File: config.mk
export PLATFORM = sky130hd
export DESIGN_NAME = control_fsm
export DESIGN_NICKNAME = d
export VERILOG_FILES = /design/src/rtl/control_fsm.sv
export SDC_FILE = /design/constraint.sdc
export NUM_CORES = 1
export LEC_CHECK = 0
export ABC_AREA = 0
export CAP_MARGIN = 20
export CORE_MARGIN = 8
export CORE_UTILIZATION = 41
export DETAILED_ROUTE_END_ITERATION = 10
export PLACE_DENSITY = 0.74
export SLEW_MARGIN = 20
export SYNTH_ARGS = -nofsm -noshare
export SYNTH_HDL_FRONTEND = slang
export SYNTH_SLANG_ARGS = --single-unit
File: constraint.sdc
create_clock -name clk -period 1.8 [get_ports clk]
set_clock_uncertainty 0.2 [all_clocks]
set_input_delay 0.36 -clock clk [delete_from_list [all_inputs] [get_ports clk]]
set_output_delay 0.36 -clock clk [all_outputs]
set_load 0.1 [all_outputs]
File: src/rtl/control_fsm.sv
// Multi-cycle RV32 control FSM: sequences fetch, decode, execute, memory and
// write-back, and decodes datapath strobes from the registered state.
// Optional CSR support is enabled by defining CONTROL_FSM_CSR_EN; without it
// SYSTEM instructions trap and write_csr stays 0.
module control_fsm (
    input  logic       clk,
    input  logic       rst,
    input  logic       mem_complete,
    input  logic [6:0] opcode,
    input  logic [2:0] f3,
    input  logic       branch_taken,
    output logic       write_pc_ne,
    output logic       write_pc_ex,
    output logic       write_pc,
    output logic       write_ir,
    output logic       write_rd,
    output logic       write_csr,
    output logic       mem_read,
    output logic       mem_write,
    output logic       addr_sel,
    output logic [1:0] rd_sel,
    output logic [1:0] alu_insel1,
    output logic [1:0] alu_insel2,
    output logic       trap,
    output logic       retire
);

    localparam logic [6:0] OPC_LOAD   = 7'b0000011;
    localparam logic [6:0] OPC_STORE  = 7'b0100011;
    localparam logic [6:0] OPC_OP     = 7'b0110011;
    localparam logic [6:0] OPC_OPIMM  = 7'b0010011;
    localparam logic [6:0] OPC_LUI    = 7'b0110111;
    localparam logic [6:0] OPC_AUIPC  = 7'b0010111;
    localparam logic [6:0] OPC_JAL    = 7'b1101111;
    localparam logic [6:0] OPC_JALR   = 7'b1100111;
    localparam logic [6:0] OPC_BRANCH = 7'b1100011;
    localparam logic [6:0] OPC_MISC   = 7'b0001111;
    localparam logic [6:0] OPC_SYSTEM = 7'b1110011;

    localparam logic       ADDR_ALU = 1'b0;
    localparam logic       ADDR_PC  = 1'b1;
    localparam logic [1:0] RD_MEM   = 2'b01;
    localparam logic [1:0] RD_CSR   = 2'b10;
    localparam logic [1:0] IN1_PC   = 2'b01;
    localparam logic [1:0] IN1_ZR   = 2'b10;
    localparam logic [1:0] IN2_IM   = 2'b01;
    localparam logic [1:0] IN2_IS   = 2'b10;

    typedef enum logic [2:0] {
        S_FETCH  = 3'd0,
        S_DECODE = 3'd1,
        S_EXEC   = 3'd2,
        S_MEM    = 3'd3,
        S_WB     = 3'd4,
        S_TRAP   = 3'd5
    } state_t;

    state_t     state;
    logic [6:0] ir_op;
    logic [2:0] ir_f3;

    // State register and instruction-class capture (captured in DECODE)
    always_ff @(posedge clk or posedge rst) begin
        if (rst) begin
            state <= S_FETCH;
            ir_op <= 7'd0;
            ir_f3 <= 3'd0;
        end else begin
            case (state)
                S_FETCH: begin
                    if (mem_complete) state <= S_DECODE;
                end
                S_DECODE: begin
                    ir_op <= opcode;
                    ir_f3 <= f3;
                    case (opcode)
                        OPC_LOAD, OPC_STORE: state <= S_MEM;
                        OPC_OP, OPC_OPIMM, OPC_LUI, OPC_AUIPC, OPC_JAL,
                        OPC_JALR, OPC_BRANCH, OPC_MISC: state <= S_EXEC;
`ifdef CONTROL_FSM_CSR_EN
                        OPC_SYSTEM: state <= S_EXEC;
`endif
                        default: state <= S_TRAP;
                    endcase
                end
                S_EXEC: begin
                    case (ir_op)
                        OPC_JAL, OPC_JALR: state <= S_WB;
                        OPC_BRANCH: state <= branch_taken ? S_WB : S_FETCH;
                        OPC_SYSTEM: state <= (ir_f3 == 3'd0) ? S_TRAP : S_FETCH;
                        default:    state <= S_FETCH;
                    endcase
                end
                S_MEM: begin
                    if (mem_complete) state <= S_FETCH;
                end
                S_WB:    state <= S_FETCH;
                S_TRAP:  state <= S_TRAP;
                default: state <= S_TRAP;
            endcase
        end
    end

    // Strobe decode from registered state; everything forced low during reset
    always_comb begin
        write_pc_ne = 1'b0;
        write_pc_ex = 1'b0;
        write_ir    = 1'b0;
        write_rd    = 1'b0;
        write_csr   = 1'b0;
        mem_read    = 1'b0;
        mem_write   = 1'b0;
        addr_sel    = ADDR_ALU;
        rd_sel      = 2'b00;
        alu_insel1  = 2'b00;
        alu_insel2  = 2'b00;
        trap        = 1'b0;
        retire      = 1'b0;
        if (!rst) begin
            case (state)
                S_FETCH: begin
                    addr_sel = ADDR_PC;
                    mem_read = 1'b1;
                    write_ir = mem_complete;
                end
                S_EXEC: begin
                    case (ir_op)
                        OPC_OP: begin
                            write_rd    = 1'b1;
                            write_pc_ne = 1'b1;
                            retire      = 1'b1;
                        end
                        OPC_OPIMM: begin
                            alu_insel2  = IN2_IM;
                            write_rd    = 1'b1;
                            write_pc_ne = 1'b1;
                            retire      = 1'b1;
                        end
                        OPC_LUI: begin
                            alu_insel1  = IN1_ZR;
                            alu_insel2  = IN2_IM;
                            write_rd    = 1'b1;
                            write_pc_ne = 1'b1;
                            retire      = 1'b1;
                        end
                        OPC_AUIPC: begin
                            alu_insel1  = IN1_PC;
                            alu_insel2  = IN2_IM;
                            write_rd    = 1'b1;
                            write_pc_ne = 1'b1;
                            retire      = 1'b1;
                        end
                        OPC_JAL: begin
                            alu_insel1  = IN1_PC;
                            alu_insel2  = IN2_IM;
                            write_pc_ex = 1'b1;
                        end
                        OPC_JALR: begin
                            alu_insel2  = IN2_IM;
                            write_pc_ex = 1'b1;
                        end
                        OPC_BRANCH: begin
                            write_pc_ne = !branch_taken;
                            retire      = !branch_taken;
                        end
                        OPC_MISC: begin
                            write_pc_ne = 1'b1;
                            retire      = 1'b1;
                        end
`ifdef CONTROL_FSM_CSR_EN
                        OPC_SYSTEM: begin
                            if (ir_f3 != 3'd0) begin
                                write_csr   = 1'b1;
                                write_rd    = 1'b1;
                                rd_sel      = RD_CSR;
                                if (ir_f3[2]) begin
                                    alu_insel1 = IN1_ZR;
                                    alu_insel2 = IN2_IM;
                                end
                                write_pc_ne = 1'b1;
                                retire      = 1'b1;
                            end
                        end
`endif
                        default: ;
                    endcase
                end
                S_MEM: begin
                    addr_sel   = ADDR_ALU;
                    alu_insel2 = IN2_IM;
                    mem_read   = (ir_op == OPC_LOAD);
                    mem_write  = (ir_op != OPC_LOAD);
                    if (mem_complete) begin
                        write_pc_ne = 1'b1;
                        retire      = 1'b1;
                        if (ir_op == OPC_LOAD) begin
                            write_rd = 1'b1;
                            rd_sel   = RD_MEM;
                        end
                    end
                end
                S_WB: begin
                    alu_insel1 = IN1_PC;
                    retire     = 1'b1;
                    if (ir_op == OPC_BRANCH) begin
                        alu_insel2  = IN2_IM;
                        write_pc_ex = 1'b1;
                    end else begin
                        alu_insel2 = IN2_IS;
                        write_rd   = 1'b1;
                    end
                end
                S_TRAP:  trap = 1'b1;
                default: ;
            endcase
        end
        write_pc = write_pc_ne | write_pc_ex;
    end

endmodule

==> qor.txt, run 1 <==
status: did not finish
Stop stage: clock tree synthesis (4_1_cts)
error message: [ERROR DPL-0038] Utilization greater than 100%, impossible to legalize
Die H: 64.9 um
share of synthesized registers carrying an async set or reset: 100%
Post-DP HPWL: 3680 um
TritonCTS Sinks: 13
post-synth top area cell: dfrtp_1
initial core utilization: 43.8%
Seq/Total Area, Yosys: 33.2%
post-cts sizing count: 46
post-synthesis register bit count: 13
Horiz. Die Dim: 64.9 um
Top Ports: 31
Synth warnings: 0
Netlist cell types: 42
Root Driver: clkbuf_4
EDFF count, synth: 0
post-synthesis area per instance: 8.22 um2
port bufs: 28
Post-DP Area: 2040 um2
Longest Clk Path Bufs: 2
share of the synthesized area in the top cell type: 33.2%
top cells by area, synth: dfrtp_1 (33%), mux2_2 (6.9%), nand2_1 (3.8%)
Top FF cell, synth: dfrtp_1
Hold Buf Count CTS: 0
GP Congestion: 0.932
post-CTS setup buffers: 6
mapped cell area: 978 um2
H-tree levels: 1
row cnt: 17
Inserted Clock Buffers: 3
Mapped Cells: 119
-- kinds of logic after synthesis --
logic type	share of synthesized area, %
XOR/XNOR	0.895
multiplexers	10.4
buffers and inverters	7.16
flip-flops	33.2
AND/OR/NAND/NOR	30.1
AO/OA/AOI/OAI	17.9
other	0.383
-- synth_stat cells, types with 2 or more instances --
cell type	instances
o2bb2ai_1	2
a21oi_1	3
a211o_1	2
mux2_2	6
inv_1	7
nand2_1	10
nand3_1	4
nor2_1	10
nand2b_1	5
mux2_1	3
dfrtp_1	13
o32ai_1	2
o21ai_0	6
buf_2	2
nor2b_1	2
nor3_1	6
buf_4	2
clkbuf_1	3
a31oi_1	3
nor4_1	6
-- stage by stage --
| stage | util, % | cells | setup WS, ns |
|---|---|---|---|
| floorplan | - | 120 | -0.919 |
| global placement | 91.3 | 218 | -0.548 |
| detailed placement | 91.3 | 218 | -0.660 |
==> run 2: changes to the inputs <==
- CORE_AREA: unset -> 8 8 69 71
- CORE_MARGIN: 8 -> unset
- CORE_UTILIZATION: 41 -> unset
- DIE_AREA: unset -> 0 0 77 79
- PLACE_DENSITY: 0.74 -> unset
- PLACE_DENSITY_LB_ADDON: unset -> 0.15
- clock period: 1.8 -> 2.35 ns (I/O delays scaled with it)
==> run 2 against run 1 <==
Synthesized area unchanged. Synthesized cell count unchanged. The flow now finishes, with violations (setup timing).
==> qor.txt, run 2 <==
crit-path cells: or3b_4 -> nor4_2 -> buf_4 -> and4_4 -> buf_12
Die H: 79 um
final hold violations: 0
Layout area overhead: 109%
share of synthesized registers carrying an async set or reset: 100%
DR DRC count: 0
clk_lat worst skew: 0.24 ns
port bufs: 28
most common cell after layout, fill and taps aside: buf_4
Pwr Total: 0.509 mW
Pre-antenna DRT Iters: 4
Top Ports: 31
commonest non-fill, non-tap cells in the layout: buf_4 (29), buf_12 (15), dfrtp_1 (11)
vias: 1133
post-route cell area: 2050 um2
crit start category: flop
crit path time final: 2.53 ns
commonest cells in the netlist: dfrtp_1 (13), nand2_1 (10), nor2_1 (10)
n_diodes: 0
Bufs and invs on worst path: 2
reg2reg setup slack: 0.51 ns
Post-Layout Cell Count: 228
Post-Route Utilization: 53.9%
Horiz. Die Dim: 77 um
worst r2r path cells: 5
GP Congestion: 0.840
fin. max-slew vios: 0
crit end category: output port
largest reg by FF count: ir_op
post-route setup slack: -0.176 ns
Seq/Total Area, Yosys: 33.2%
share of layout cells above drive strength 1: 55.1%
WHS Path Cells: 1
failing checks: setup timing
post-synthesis register bit count: 13
1st-iter DRT viols: 50
Min-Delay Path Class: reg -> reg
GRT Resource Usage Total: 12.1%
Top FF cell, synth: dfrtp_1
share of the synthesized area in the top cell type: 33.2%
unrepaired setup endpoints after global routing: true
Final Net Count: 193
Post-DP HPWL: 2870 um
EDFF count, synth: 0
post-synthesis area per instance: 8.22 um2
initial antenna violation count: 0
Inst Count DP: 222
vias per std cell: 4.97
row cnt: 23
Longest Clk Path Bufs: 2
mapped cell area: 978 um2
top cells by area, synth: dfrtp_1 (33%), mux2_2 (6.9%), nand2_1 (3.8%)
initial core utilization: 25.8%
status: finished, violations left
TritonCTS Sinks: 13
largest registers: ir_op (7), ir_f3 (3), state (3)
die area: 6080 um2
Crit path depth: 5
post-synth top area cell: dfrtp_1
Crit Path Class: reg -> out
drt wl/cell: 15.7 um
Synth warnings: 0
Max-cap violations: 0
Mapped Cells: 119
Inserted Clock Buffers: 3
Fmax: 396 MHz
worst hold slack: 0.296 ns
H-tree levels: 1
vias in the first global route: 1251
period utilization: 108%
Worst Path Max Fanout: 4
Root Driver: clkbuf_8
slowest stage cell, crit path: or3b_4
Netlist cell types: 42
first-pass GRT wire length: 6110 um
most frequent cell after synthesis: dfrtp_1
Post-DP Area: 1830 um2
Detail Route Antenna Nets: 0
maximum VDD drop: 0.227 mV
drt total wl: 3580 um
cell family with most CP delay: simple AND/OR/NAND/NOR gates
CORE AREA: 3800 um2
PwrDens: 249 nW/um2
max reg flops: 7
Clock Pin Slew Worst Setup and Hold Paths: 0.06 ns
endpoints failing setup: 8
CP peak stage delay: 0.46 ns
TritonCTS clock tree: done
Leak: 0.824 nW
gr ovfl total: 0
Worst EP arrival: 1.86 ns
Hold Buf Count CTS: 0
largest net degree at the start of global routing: 14
Worst Path Required: 1.68 ns
==> run 2: cell counts after synthesis <==
No cell type changed its count.
==> run 2: what timing repair did <==
action | in CTS | in global routing
buffers inserted | 1 | 1
setup endpoints to repair | 14 | 11
gates resized for setup | 22 | 13
hold endpoints to repair | 0 | 0
pin swaps | 6 | 3
==> run 2: worst reg2reg max path: stages (launching register included) <==
cell     delay (ns)
dfrtp_1        0.42
buf_6          0.12
or4b_1         0.46
nor4_1         0.29
o21ai_0        0.12
a31oi_1        0.14
==> run 2: cell families after synthesis <==
group | count (synthesis) | synth area share, %
and+or+nand+nor | 54 | 30.1
muxes | 9 | 10.4
DFF | 13 | 33.2
AOI/OAI and AO/OA | 25 | 17.9
buffers and inverters | 16 | 7.16
xor gates and xnor gates | 1 | 0.895
other | 1 | 0.383
==> run 2: metal layers <==
| layer | track usage (%) | vias up | routed length (um) | share of wire, % |
|---|---|---|---|---|
| li1 | - | 548 | - | - |
| met1 | 12.8 | 560 | 1470 | 41 |
| met2 | 22.8 | 21 | 1960 | 55 |
| met3 | 2.60 | 4 | 114 | 3.2 |
| met4 | 4.72 | 0 | 31 | 0.87 |
| met5 | 0 | - | 0 | 0 |
==> run 2: per-stage QoR <==
step | setup TNS (ns) | worst slack, ns
2_1_floorplan | -1.37 | -0.480
3_3_place_gp | -1.29 | -0.219
3_5_place_dp | -1.38 | -0.227
4_1_cts | -0.913 | -0.169
5_1_grt | -1.47 | -0.235
6_report | -0.879 | -0.176
==> run 2: path summary, 6_finish.rpt <==
path / from / endpoint
worst max register to register: ir_op[4]$_DFFE_PP0P_ / state[0]$_DFFE_PP0P_
worst max-delay path: ir_op[4]$_DFFE_PP0P_ / alu_insel1[1]
min in group asynchronous: rst / state[2]$_DFFE_PP0P_
worst min-delay path: ir_f3[2]$_DFFE_PP0P_ / ir_f3[2]$_DFFE_PP0P_
worst min register to register: ir_f3[2]$_DFFE_PP0P_ / ir_f3[2]$_DFFE_PP0P_
max in group asynchronous: rst / ir_op[0]$_DFFE_PP0P_
==> run 2: where the power goes <==
group,switching [mW],internal (mW)
clock network,0.0757,0.119
registers,0,0.224
logic,0.0514,0.0388
==> run 2: cell type report <==
class / instances / area, um2
fill: 348 / 1750
multi-input combinational: 91 / 880
timing repair buffer: 62 / 701
sequential: 13 / 328
tap: 50 / 62.6
clock buffer: 4 / 45.0
inverter: 8 / 30.0
Power figures use the tool's default switching activity.
